File: config.mk
export PLATFORM = sky130hd
export DESIGN_NAME = nbit_serializer
export DESIGN_NICKNAME = d
export VERILOG_FILES = /design/src/rtl/nbit_serializer_pkg.sv /design/src/rtl/nbit_shift_reg.sv /design/src/rtl/nbit_serializer.sv
export SDC_FILE = /design/constraint.sdc
export NUM_CORES = 1
export LEC_CHECK = 0
export CELL_PAD_IN_SITES_DETAIL_PLACEMENT = 1
export CELL_PAD_IN_SITES_GLOBAL_PLACEMENT = 1
export CORE_AREA = 2 2 75 77
export DETAILED_ROUTE_END_ITERATION = 8
export DIE_AREA = 0 0 77 79
export PLACE_DENSITY = 0.86
export REMOVE_ABC_BUFFERS = 1
export SETUP_SLACK_MARGIN = 0.15
export SLEW_MARGIN = 15
export SYNTH_ARGS = -nofsm -noshare
export SYNTH_HDL_FRONTEND = slang
export SYNTH_SLANG_ARGS = --single-unit
File: constraint.sdc
create_clock -name clk -period 2.3 [get_ports clk]
set_clock_uncertainty 0.1 [all_clocks]
set_input_delay 0.46 -clock clk [delete_from_list [all_inputs] [get_ports clk]]
set_output_delay 0.46 -clock clk [all_outputs]
set_load 0.005 [all_outputs]
File: src/rtl/nbit_serializer_pkg.sv
// Shared definitions for the N-bit serializer: FSM state encoding.
package nbit_serializer_pkg;

   typedef enum logic [1:0] {
      IDLE   = 2'd0,
      SHIFT  = 2'd1,
      PARITY = 2'd2
   } state_t;

endpackage

File: src/rtl/nbit_shift_reg.sv
// Parallel-load, shift-right register with enable and synchronous reset.
// Only bit 0 leaves the block; upper bits feed it one step at a time.
module nbit_shift_reg #(
   parameter int WIDTH = 32
) (
   input  logic             clk,
   input  logic             reset,
   input  logic             load,
   input  logic             shift,
   input  logic [WIDTH-1:0] load_data,
   output logic             lsb
);

   logic [WIDTH-1:0] data_reg;
   logic [WIDTH-1:0] data_next;

   // Load takes priority over shift so a back-to-back word replaces the old one
   for (genvar gi = 0; gi < WIDTH; gi++) begin : g_bit
      logic from_left;
      if (gi == WIDTH - 1) begin : g_top
         assign from_left = 1'b0;
      end else begin : g_mid
         assign from_left = data_reg[gi+1];
      end
      assign data_next[gi] = load ? load_data[gi] : (shift ? from_left : data_reg[gi]);
   end

   always_ff @(posedge clk) begin
      if (reset) begin
         data_reg <= '0;
      end else begin
         data_reg <= data_next;
      end
   end

   assign lsb = data_reg[0];

endmodule

File: src/rtl/nbit_serializer.sv
// LSB-first word serializer with first/last framing and global stall.
// Define NBIT_SERIALIZER_PARITY_EN to append an even-parity bit to each frame.
module nbit_serializer
   import nbit_serializer_pkg::*;
#(
   parameter int WIDTH = 32
) (
   input  logic             clk,
   input  logic             reset,
   input  logic             en,
   input  logic             in_valid,
   input  logic [WIDTH-1:0] in_data,
   output logic             in_ready,
   output logic             ser_out,
   output logic             ser_valid,
   output logic             ser_first,
   output logic             ser_last
);

   localparam int CNT_W = (WIDTH > 1) ? $clog2(WIDTH) : 1;
   localparam logic [CNT_W-1:0] CNT_LAST = CNT_W'(WIDTH - 1);

   state_t           state_reg, state_next;
   logic [CNT_W-1:0] cnt_reg, cnt_next;
   logic             accept;
   logic             at_last;
   logic             shift_en;
   logic             data_bit;
   logic             parity_bit;

`ifdef NBIT_SERIALIZER_PARITY_EN
   localparam bit HAS_PARITY = 1'b1;
   logic parity_reg;

   always_ff @(posedge clk) begin
      if (reset) begin
         parity_reg <= 1'b0;
      end else if (accept) begin
         parity_reg <= ^in_data;
      end
   end

   assign parity_bit = parity_reg;
`else
   localparam bit HAS_PARITY = 1'b0;
   assign parity_bit = 1'b0;
`endif

   assign at_last  = (state_reg == SHIFT) && (cnt_reg == CNT_LAST);
   assign in_ready = en & ((state_reg == IDLE) | (at_last & !HAS_PARITY) | (state_reg == PARITY));
   assign accept   = in_valid & in_ready;
   assign shift_en = en & (state_reg == SHIFT) & !accept;

   nbit_shift_reg #(.WIDTH(WIDTH)) u_shift (
      .clk       (clk),
      .reset     (reset),
      .load      (accept),
      .shift     (shift_en),
      .load_data (in_data),
      .lsb       (data_bit)
   );

   always_ff @(posedge clk) begin
      if (reset) begin
         state_reg <= IDLE;
         cnt_reg   <= '0;
      end else begin
         state_reg <= state_next;
         cnt_reg   <= cnt_next;
      end
   end

   always_comb begin
      state_next = state_reg;
      cnt_next   = cnt_reg;
      if (en) begin
         case (state_reg)
            IDLE: begin
               cnt_next = '0;
               if (accept) state_next = SHIFT;
            end
            SHIFT: begin
               if (cnt_reg == CNT_LAST) begin
                  cnt_next = '0;
                  if (HAS_PARITY)  state_next = PARITY;
                  else if (accept) state_next = SHIFT;
                  else             state_next = IDLE;
               end else begin
                  cnt_next = cnt_reg + 1'b1;
               end
            end
            PARITY: begin
               cnt_next   = '0;
               state_next = accept ? SHIFT : IDLE;
            end
            default: begin
               cnt_next   = '0;
               state_next = IDLE;
            end
         endcase
      end
   end

   always_comb begin
      ser_out = 1'b0;
      case (state_reg)
         SHIFT:   ser_out = data_bit;
         PARITY:  ser_out = parity_bit;
         default: ser_out = 1'b0;
      endcase
   end

   assign ser_valid = en & (state_reg != IDLE);
   assign ser_first = ser_valid & (state_reg == SHIFT) & (cnt_reg == '0);
   assign ser_last  = ser_valid & ((at_last & !HAS_PARITY) | (state_reg == PARITY));

endmodule

After elaboration in Yosys (flattened, before gate mapping)
Cells that the tools add are included.
Storage, ports and cells
  bits in registers: 39
  input port bits: 36
  output and inout port bits: 5
  logic and storage cells: 98
Cells by class
  add/sub/neg operators: 1
  equality and inequality tests: 5
  mux-type cells: 71
  bitwise logic cells: 11
  reduce and logical (&&, ||, !) cells: 7
Operators by type and width (number)
  1-bit two-way mux: 66
  5-bit two-way mux: 2
  1-bit bitwise AND: 8
  2-bit one-hot mux with 3 select lines: 1
  5-bit by 1-bit adder with 5-bit output, second input constant: 1
  5-bit equality test, second input constant: 1
  5-bit logical NOT: 1
  2-bit two-way mux: 2
  2-bit nonzero test: 2
  1-bit bitwise OR: 3
  3-bit AND reduction: 1
  2-bit by 1-bit equality test with 1-bit output, second input constant: 1
  2-bit equality test, second input constant: 1
  2-bit logical NOT: 1
  2-bit by 1-bit inequality test with 1-bit output, second input constant: 1
  2-bit inequality test, second input constant: 1
  1-bit logical AND: 1
  1-bit logical NOT: 1

Logic depth before layout (Yosys ltp)
Gate-level depths: netlist of the first run.
  depth in word-level cells: 10
  mapped depth: 9
  mapped depth without buffers: 6

Cells and area by module
Synthesis of the first run repeated with hierarchy kept, for this count alone.
Second synthesis, totals
  cells, all modules: 183
  area, all modules: 2020.7 µm²
By module, submodules not included
  nbit_shift_reg: times used 1, cells an instance 142, area each 1661.6 µm², sequential area each 640.6 µm²
  nbit_serializer: times used 1, cells an instance 41, area each 359.1 µm², sequential area each 120.1 µm²

Least setup slack after synthesis of the first run
No wires, ideal clock.
  path type: register to output
  start point: register cnt_reg[0]
  end point: output port in_ready
  arrival time: 1.359 ns
  data required time: 1.740 ns
  slack: 0.381 ns
  cell stages (with the launch flop): 8
  buffers on the path: 2
  cells stage by stage: dfxtp_1 > ha_1 > and3_1 > ha_1 > nor2b_4 > buf_6 > buf_2 > nor2_1
On the way
  word-level cells in the longest chain between the ends: 5
Ends and longest elaborated chain
  start, declared: RTL line nbit_serializer.sv:24  | logic [CNT_W-1:0] cnt_reg, cnt_next;
  start signal, assigned: RTL line nbit_serializer.sv:69  | cnt_reg <= cnt_next;
  5-bit equality test: RTL line nbit_serializer.sv:49  | assign at_last = (state_reg == SHIFT) && (cnt_reg == CNT_LAST);
  1-bit logical AND: RTL line nbit_serializer.sv:49
  1-bit bitwise OR (2 in a row): RTL line nbit_serializer.sv:50  | assign in_ready = en & ((state_reg == IDLE) | (at_last & !HAS_PARITY) | (state_reg == PARITY));
  1-bit bitwise AND: RTL line nbit_serializer.sv:50
  end, declared: RTL line nbit_serializer.sv:13  | output logic in_ready,
Every way passes these cells.

Final worst setup path of the first run
Same ends and word-level chain as after synthesis.

==> results.json, run 1 <==
{
  "status": "completed",
  "grt_use_total": 0.176,
  "ys.flop_type": "dfxtp_1",
  "hpwl_um": 3450,
  "ant_nets": 0,
  "avgSynthCellArea_um2": 8.94,
  "gp_congestion": 0.742,
  "start_util": 0.367,
  "yosys_warnings": 0,
  "critPathCaptureType": "primary output",
  "row_count": 27,
  "worstHoldStart": "u_shift.data_reg[12]$_SDFFE_PP0P_",
  "ys_seq_elements": 38,
  "hp-class": "register to register",
  "maxCapViolations": 0,
  "fin_crit_ns": 2.14,
  "pre_cts_ws_ns": -0.149,
  "drt-initial-drc-count": 77,
  "die_w_um": 77,
  "crit_family": "simple AND/OR/NAND/NOR gates",
  "grt_max_degree": 33,
  "htreeDepth": 2,
  "wirelength_um": 5150,
  "final_common_cell": "nand2_1",
  "fin_area_mm2": 0.00258,
  "clock_latency_ns": 0.29,
  "synth_cells": 219,
  "power_leakage_uw": 0.000878,
  "cts_tree": "done",
  "report.power.total_uw": 1450,
  "rsz0062_at_grt": "true",
  "viasPerCell": 5.28,
  "holdWs_ns": 0.392,
  "nNetsFinal": 299,
  "final_layout_size_suffix_gt1_frac": 0.239,
  "path_buf_inv": 1,
  "fp.dieH_um": 79,
  "core_area_mm2": 0.00534,
  "final_cell_mix": "nand2_1 (64), dfxtp_1 (36), clkdlybuf4s50_1 (35)",
  "largest_reg_flops": 32,
  "io_pins": 41,
  "wl_per_cell_um": 15.5,
  "max_freq_ghz": 0.468,
  "antenna_found_initial": 0,
  "clk_pin_slew_ns": 0.07,
  "critPathLaunch": "cnt_reg[0]$_SDFFE_PP0P_",
  "cp.required_ns": 1.74,
  "async_flop_share": 0,
  "synth_cell_types": 28,
  "area_growth_pct": 31.7,
  "placed_cell_area_mm2": 0.00244,
  "worst_pin_slew_ns": 0.406,
  "cp-start-kind": "register",
  "setup_viol": 0,
  "setup_ws_ns": 0.165,
  "first_global_vias": 1742,
  "io_buffers": 40,
  "yosysSeqAreaShare": 0.389,
  "cp_data_arrival_time_ns": 1.58,
  "pwr_density_cell_mw_per_mm2": 561,
  "clockRootBuffer": "clkbuf_8",
  "path_common_cell": "ha_4",
  "cts_buffers": 5,
  "maxSlewViolCount": 0,
  "peakVddDrop_v": 0.000210,
  "grt_pass1_wl_um": 8520,
  "hold_viol_final": 0,
  "synth_edf_count": 0,
  "period_share": 0.928,
  "syn_area_mm2": 0.00196,
  "cp_max_fo": 3,
  "overflow": 0,
  "critPathKind": "register to primary output",
  "crit_chain": "ha_4, and3_4, ha_4, nor2b_4, nor2_1, dlygate4sd2_1",
  "holdBufCountCts": 0,
  "cts_sinks": 38,
  "max_stage_delay_ns": 0.34,
  "clock_path_buffers": 2,
  "via_count": 1747,
  "crit-reg2reg-launch": "cnt_reg[0]$_SDFFE_PP0P_",
  "antenna_cells": 0,
  "drc": 0,
  "fillers": 632,
  "crit_path_top_delay_cell": "dfxtp_2",
  "die-area_mm2": 0.00608,
  "firstDrtPassIters": 4,
  "slew_headroom": 0.729
}
-- cell type report --
| cell class | count | area (um^2) | area share |
|---|---|---|---|
| inverters | 4 | 15.0 | 0.00583 |
| flip-flops and latches | 38 | 763 | 0.296 |
| multi-input cells | 155 | 1090 | 0.423 |
| well taps | 72 | 90.1 | 0.0350 |
| repair buffers | 56 | 537 | 0.208 |
| clock buffers | 6 | 82.6 | 0.0320 |
-- metal layers --
metal / GRT usage / routed length (um)
met5: 0 / 0
met4: 0.0536 / 63
met1: 0.229 / 2460
met2: 0.294 / 2430
met3: 0.0398 / 191
-- synth_stat cells (3+ instances only) --
cell / instances / area share
nor3_1: 32 / 0.082
clkbuf_1: 12 / 0.023
nand2_1: 65 / 0.12
ha_1: 3 / 0.019
buf_6: 5 / 0.029
nor2_1: 6 / 0.012
a311oi_2: 29 / 0.22
inv_1: 3 / 0.0058
buf_2: 4 / 0.010
dfxtp_1: 38 / 0.39
-- final timing paths --
path / end / slack, ns / cells past startpoint
worst max-delay path: in_ready / 0.16 / 6
worst min-delay path: u_shift.data_reg[12]$_SDFFE_PP0P_ / 0.39 / 2
worst max register to register: u_shift.data_reg[7]$_SDFFE_PP0P_ / 0.28 / 8
worst min register to register: u_shift.data_reg[12]$_SDFFE_PP0P_ / 0.39 / 2
-- what timing repair did --
| item | in CTS | in global routing |
|---|---|---|
| endpoints found under the setup margin | 19 | 2 |
| gates resized for setup | 12 | 2 |
| setup buffers | 2 | 1 |
| endpoints found under the hold margin | 0 | 0 |
-- metrics by stage --
step / std cells / utilization / TNS, ns
6_report: 331 / 0.483 / 0
4_1_cts: 330 / 0.479 / 0
3_5_place_dp: 322 / 0.456 / -0.160
2_1_floorplan: 197 / - / -18.77
3_3_place_gp: 322 / 0.456 / -0.0641
5_1_grt: 331 / 0.483 / 0
-- worst reg2reg max path, stage by stage, from the launching register on --
cell	delay (ns)
dfxtp_2	0.34
ha_4	0.17
and3_4	0.19
ha_4	0.16
nor2b_4	0.12
buf_4	0.24
or2_1	0.23
buf_4	0.23
a311oi_2	0.11
-- power breakdown --
| group | switching [uW] | leakage, uW | internal (uW) |
|---|---|---|---|
| Combinational | 126 | 0.000521 | 138 |
| Sequential | 25.2 | 0.000313 | 703 |
| Clock | 224 | 0.0000431 | 231 |
-- kinds of logic (layout without fill, tap and decap cells) --
| family | count (synthesis) | after routing | synth area share |
|---|---|---|---|
| mux | 1 | 1 | 0.00512 |
| fa+ha+maj | 3 | 3 | 0.0192 |
| buf+inv | 26 | 66 | 0.0735 |
| xor+xnor | 3 | 3 | 0.0134 |
| simple gates | 111 | 111 | 0.249 |
| compound gates | 37 | 37 | 0.251 |
| flops | 38 | 38 | 0.389 |
Note: power is estimated with default switching activity, not from simulation.
==> run 2, diff against run 1 <==
--- a/config.mk
+++ b/config.mk
@@ -10,6 +10,7 @@
 export CORE_AREA = 2 2 75 77
 export DETAILED_ROUTE_END_ITERATION = 8
 export DIE_AREA = 0 0 77 79
+export MAX_ROUTING_LAYER = met4
 export PLACE_DENSITY = 0.86
 export REMOVE_ABC_BUFFERS = 1
 export SETUP_SLACK_MARGIN = 0.15
==> run 2 against run 1 <==
Compared with the run above: worst hold slack barely moved; largest power group unchanged; final cell count is the same; sequential power hardly changed; highest routed layer unchanged.
==> results.json, run 2 (same netlist as run 1, synthesis figures left out) <==
{
  "status": "completed",
  "hpwl_um": 3450,
  "dr_wl_met3_um": 191,
  "rsz0062_at_grt": "true",
  "start_util": 0.367,
  "final_common_cell": "nand2_1",
  "fp.dieH_um": 79,
  "utilization": 0.483,
  "worstHoldStart": "u_shift.data_reg[12]$_SDFFE_PP0P_",
  "grt_max_degree": 33,
  "worst_pin_slew_ns": 0.406,
  "maxCapViolations": 0,
  "max_stage_delay_ns": 0.34,
  "min_to": "u_shift.data_reg[12]$_SDFFE_PP0P_",
  "r2r_end": "u_shift.data_reg[7]$_SDFFE_PP0P_",
  "setup_viol": 0,
  "overflow": 0,
  "min_path_cells": 2,
  "hold_viol_final": 0,
  "power_leakage_uw": 0.000878,
  "wirelength_um": 5140,
  "period_share": 0.928,
  "cp_max_fo": 3,
  "setup-tns-final_ns": 0,
  "cp_data_arrival_time_ns": 1.58,
  "holdBufCountCts": 0,
  "first_global_vias": 1746,
  "io_buffers": 40,
  "cts_tree": "done",
  "cp.required_ns": 1.74,
  "maxSlewViolCount": 0,
  "grt_pass1_wl_um": 8510,
  "critPathKind": "register to primary output",
  "antenna_cells": 0,
  "antenna_found_initial": 0,
  "wirelength_met1_um": 2470,
  "cts_buffers": 5,
  "max_freq_ghz": 0.468,
  "via_count": 1743,
  "die_w_um": 77,
  "peakVddDrop_v": 0.000210,
  "critPathCaptureType": "primary output",
  "io_pins": 41,
  "clockRootBuffer": "clkbuf_8",
  "final_cell_mix": "nand2_1 (64), dfxtp_1 (36), clkdlybuf4s50_1 (35)",
  "cp-start-kind": "register",
  "path_common_cell": "ha_4",
  "crit_path_top_delay_cell": "dfxtp_2",
  "die-area_mm2": 0.00608,
  "htreeDepth": 2,
  "final_layout_size_suffix_gt1_frac": 0.239,
  "largest_reg_flops": 32,
  "pre_cts_ws_ns": -0.149,
  "grt_use_total": 0.181,
  "firstDrtPassIters": 4,
  "drt-initial-drc-count": 74,
  "place_inst": 322,
  "drc": 0,
  "core_area_mm2": 0.00534,
  "reg2regPathDepth": 8,
  "holdWs_ns": 0.392,
  "hp-class": "register to register",
  "clk_pin_slew_ns": 0.07,
  "wl_met2_um": 2420,
  "cts_sinks": 38,
  "wl_per_cell_um": 15.5,
  "gp_congestion": 0.751,
  "fin_crit_ns": 2.14,
  "pwr_density_cell_mw_per_mm2": 561,
  "setup_ws_ns": 0.165,
  "clock_latency_ns": 0.29,
  "clock_path_buffers": 2,
  "r2r_setup_slack_ns": 0.28,
  "crit_chain": "ha_4, and3_4, ha_4, nor2b_4, nor2_1, dlygate4sd2_1",
  "viasPerCell": 5.27,
  "row_count": 27,
  "area_growth_pct": 31.7,
  "ant_nets": 0,
  "crit-reg2reg-launch": "cnt_reg[0]$_SDFFE_PP0P_",
  "slew_headroom": 0.729,
  "top_layer_used": "met4",
  "nNetsFinal": 299,
  "final_cells": 331
}
run 2: cell counts in the layout (fill, tap and decap cells not counted):
No cell type changed its count.
run 2: worst max path at each step:
stage / from / slack (ns) / cells after the start / to
CTS: cnt_reg[0]$_SDFFE_PP0P_ / 0.16 / 5 / ser_last
global route: cnt_reg[0]$_SDFFE_PP0P_ / 0.13 / 6 / in_ready
global placement: en / -0.06 / 6 / ser_first
floorplan: cnt_reg[0]$_SDFFE_PP0P_ / -0.59 / 6 / u_shift.data_reg[0]$_SDFFE_PP0P_
finish: cnt_reg[0]$_SDFFE_PP0P_ / 0.16 / 6 / in_ready
detailed placement: en / -0.15 / 6 / ser_first
run 2: power by group:
part	internal, uW	leakage (uW)	total (uW)	switching (uW)
registers	703	0.000313	728	25.1
clock network	231	0.0000431	455	224
logic	138	0.000521	264	126
run 2: final cells by class:
type | count | area (um^2)
fill | 632 | 2760
multi-input combinational | 155 | 1090
sequential | 38 | 763
timing repair buffer | 56 | 537
tap | 72 | 90.1
clock buffer | 6 | 82.6
inverter | 4 | 15.0
run 2: layer usage:
| layer | vias up | global-route usage |
|---|---|---|
| met5 | - | - |
| met4 | 0 | 0.0536 |
| met3 | 6 | 0.0398 |
| met2 | 33 | 0.294 |
| met1 | 846 | 0.228 |
| li1 | 858 | - |
run 2: worst max-delay path: cells and delay by family (launching register included):
| family | cells | cell delay [ns] |
|---|---|---|
| fa+ha+maj | 2 | 0.33 |
| buf+inv | 1 | 0.25 |
| flops | 1 | 0.34 |
| simple gates | 3 | 0.36 |
run 2: metrics by stage:
stage	total power, uW	cell area [um^2]
2_1_floorplan	862	1830
3_3_place_gp	992	2440
3_5_place_dp	1000	2440
4_1_cts	1460	2560
5_1_grt	1510	2580
6_report	1450	2580
run 2: what timing repair did:
| action | in CTS | in global routing |
|---|---|---|
| setup endpoints to repair | 19 | 2 |
| setup buffers | 2 | 1 |
| cloned | 0 | 0 |
| resized for setup | 12 | 2 |
==> run 3, diff against run 2 <==
==> config.mk (replaced) <==
export PLATFORM = sky130hd
export DESIGN_NAME = nbit_serializer
export DESIGN_NICKNAME = d
export VERILOG_FILES = /design/src/rtl/nbit_serializer_pkg.sv /design/src/rtl/nbit_shift_reg.sv /design/src/rtl/nbit_serializer.sv
export SDC_FILE = /design/constraint.sdc
export NUM_CORES = 1
export LEC_CHECK = 0
export CORE_AREA = 2 2 66 68
export DETAILED_ROUTE_END_ITERATION = 8
export DIE_AREA = 0 0 68 70
export GPL_ROUTABILITY_DRIVEN = 0
export MAX_ROUTING_LAYER = met4
export PLACE_DENSITY = 0.84
export REMOVE_ABC_BUFFERS = 1
export SETUP_SLACK_MARGIN = 0.15
export SYNTH_ARGS = -nofsm -noshare
export SYNTH_HDL_FRONTEND = slang
export SYNTH_SLANG_ARGS = --single-unit
==> run 3 against run 2 <==
Compared with the run above: critical path depth decreased by 1; clock power increased by 3%; die area decreased by 22%; fmax increased by 2.3%; cell area decreased by 0.73%; non-clock buffer count unchanged; worst hold slack improved by 0.011 ns; global-route usage increased by 2.9 points; highest routed layer unchanged; sequential power about the same; flip-flop and latch count unchanged; routed wire length decreased by 13%.
==> results.json, run 3 (same netlist as run 1, synthesis figures left out) <==
{
  "htreeDepth": 2,
  "maxCapViolations": 0,
  "cp_max_fo": 2,
  "wirelength_um": 4500,
  "die_w_um": 68,
  "clockRootBuffer": "clkbuf_8",
  "grt_pass1_wl_um": 7650,
  "setup_viol": 0,
  "nNetsFinal": 299,
  "clock_latency_ns": 0.29,
  "fin_crit_ns": 2.09,
  "cts_buffers": 5,
  "overflow": 0,
  "io_buffers": 40,
  "largest_reg_flops": 32,
  "antenna_cells": 0,
  "status": "completed",
  "fp.dieH_um": 70,
  "cts_tree": "done",
  "via_count": 1752,
  "clk_pin_slew_ns": 0.07,
  "final_layout_size_suffix_gt1_frac": 0.253,
  "drc": 0,
  "worst_pin_slew_ns": 0.439,
  "final_cells": 313,
  "drt-initial-drc-count": 132,
  "critPathCaptureType": "primary output",
  "cp.required_ns": 1.74,
  "clock_path_buffers": 2,
  "multi_input_area_mm2": 0.00109,
  "start_util": 0.472,
  "maxSlewViolCount": 0,
  "antenna_found_initial": 0,
  "report.power.total_uw": 1460,
  "grt_use_total": 0.210,
  "first_global_vias": 1659,
  "firstDrtPassIters": 4,
  "final_cell_mix": "nand2_1 (65), dfxtp_1 (36), clkdlybuf4s50_1 (35)",
  "power_leakage_uw": 0.000886,
  "cp-start-kind": "register",
  "regArea_um2": 763,
  "max_freq_ghz": 0.479,
  "period_share": 0.907,
  "fin_area_mm2": 0.00256,
  "wl_per_cell_um": 14.4,
  "peakVddDrop_v": 0.000392,
  "cp_data_arrival_time_ns": 1.53,
  "grt_max_degree": 33,
  "place_inst": 301,
  "hold_viol_final": 0,
  "fillers": 361,
  "hp-class": "register to register",
  "placed_cell_area_mm2": 0.00239,
  "critPathKind": "register to primary output",
  "area_growth_pct": 30.8,
  "holdBufCountCts": 0,
  "cts_sinks": 38,
  "pwr_density_cell_mw_per_mm2": 570,
  "core_area_mm2": 0.00414,
  "hpwl_um": 2900,
  "io_pins": 41,
  "die-area_mm2": 0.00476,
  "rsz0062_at_grt": "false",
  "viasPerCell": 5.60,
  "row_count": 24,
  "final_common_cell": "nand2_1",
  "slew_headroom": 0.707,
  "ant_nets": 0
}
run 3: stage by stage:
stage / hold WS, ns / worst slack, ns / utilization / setup TNS (ns)
5_1_grt: 0.417 / 0.160 / 0.617 / 0
6_report: 0.403 / 0.214 / 0.617 / 0
3_3_place_gp: 0.380 / -0.0522 / 0.577 / -0.0522
2_1_floorplan: 0.350 / -0.591 / - / -18.77
4_1_cts: 0.402 / 0.138 / 0.607 / 0
3_5_place_dp: 0.392 / -0.0833 / 0.577 / -0.0833
run 3: cell type report:
class / count / area share
Clock inverter: 1 / 0.00196
Multi-Input combinational cell: 155 / 0.425
Clock buffer: 7 / 0.0337
Tap cell: 52 / 0.0254
Timing Repair Buffer: 56 / 0.210
Inverter: 4 / 0.00587
Sequential cell: 38 / 0.298
run 3: worst paths after layout:
kind	start	endpoint	slack [ns]	cells past startpoint
max	cnt_reg[1]$_SDFFE_PP0P_	ser_last	0.21	5
min	u_shift.data_reg[17]$_SDFFE_PP0P_	u_shift.data_reg[16]$_SDFFE_PP0P_	0.40	2
max reg2reg	cnt_reg[1]$_SDFFE_PP0P_	u_shift.data_reg[8]$_SDFFE_PP0P_	0.28	9
min reg2reg	u_shift.data_reg[17]$_SDFFE_PP0P_	u_shift.data_reg[16]$_SDFFE_PP0P_	0.40	2
run 3: metal layers:
| metal | global-route usage | up-vias | routed length (um) |
|---|---|---|---|
| met2 | 0.313 | 45 | 2150 |
| met1 | 0.287 | 844 | 2050 |
| met4 | 0.0422 | 0 | 32 |
| li1 | - | 860 | - |
| met5 | - | - | 0 |
| met3 | 0.0580 | 3 | 262 |
run 3: power by group:
| group | internal, uW | switching, uW |
|---|---|---|
| clock | 242 | 226 |
| combinational | 139 | 125 |
| sequential | 702 | 23.9 |
| total | 1080 | 376 |
run 3: worst max-delay path, stage by stage, from the launching register on:
cell and delay (ns):
dfxtp_2 0.34, ha_4 0.16, and3_4 0.16, ha_2 0.16, and3_1 0.17, dlygate4sd2_1 0.25
run 3: timing repair:
item / CTS / global route
setup buffers: 3 / 0
endpoints found under the setup margin: 35 / 34
cloned: 0 / 1
gates resized for setup: 11 / 7
pin swaps: 1 / 0
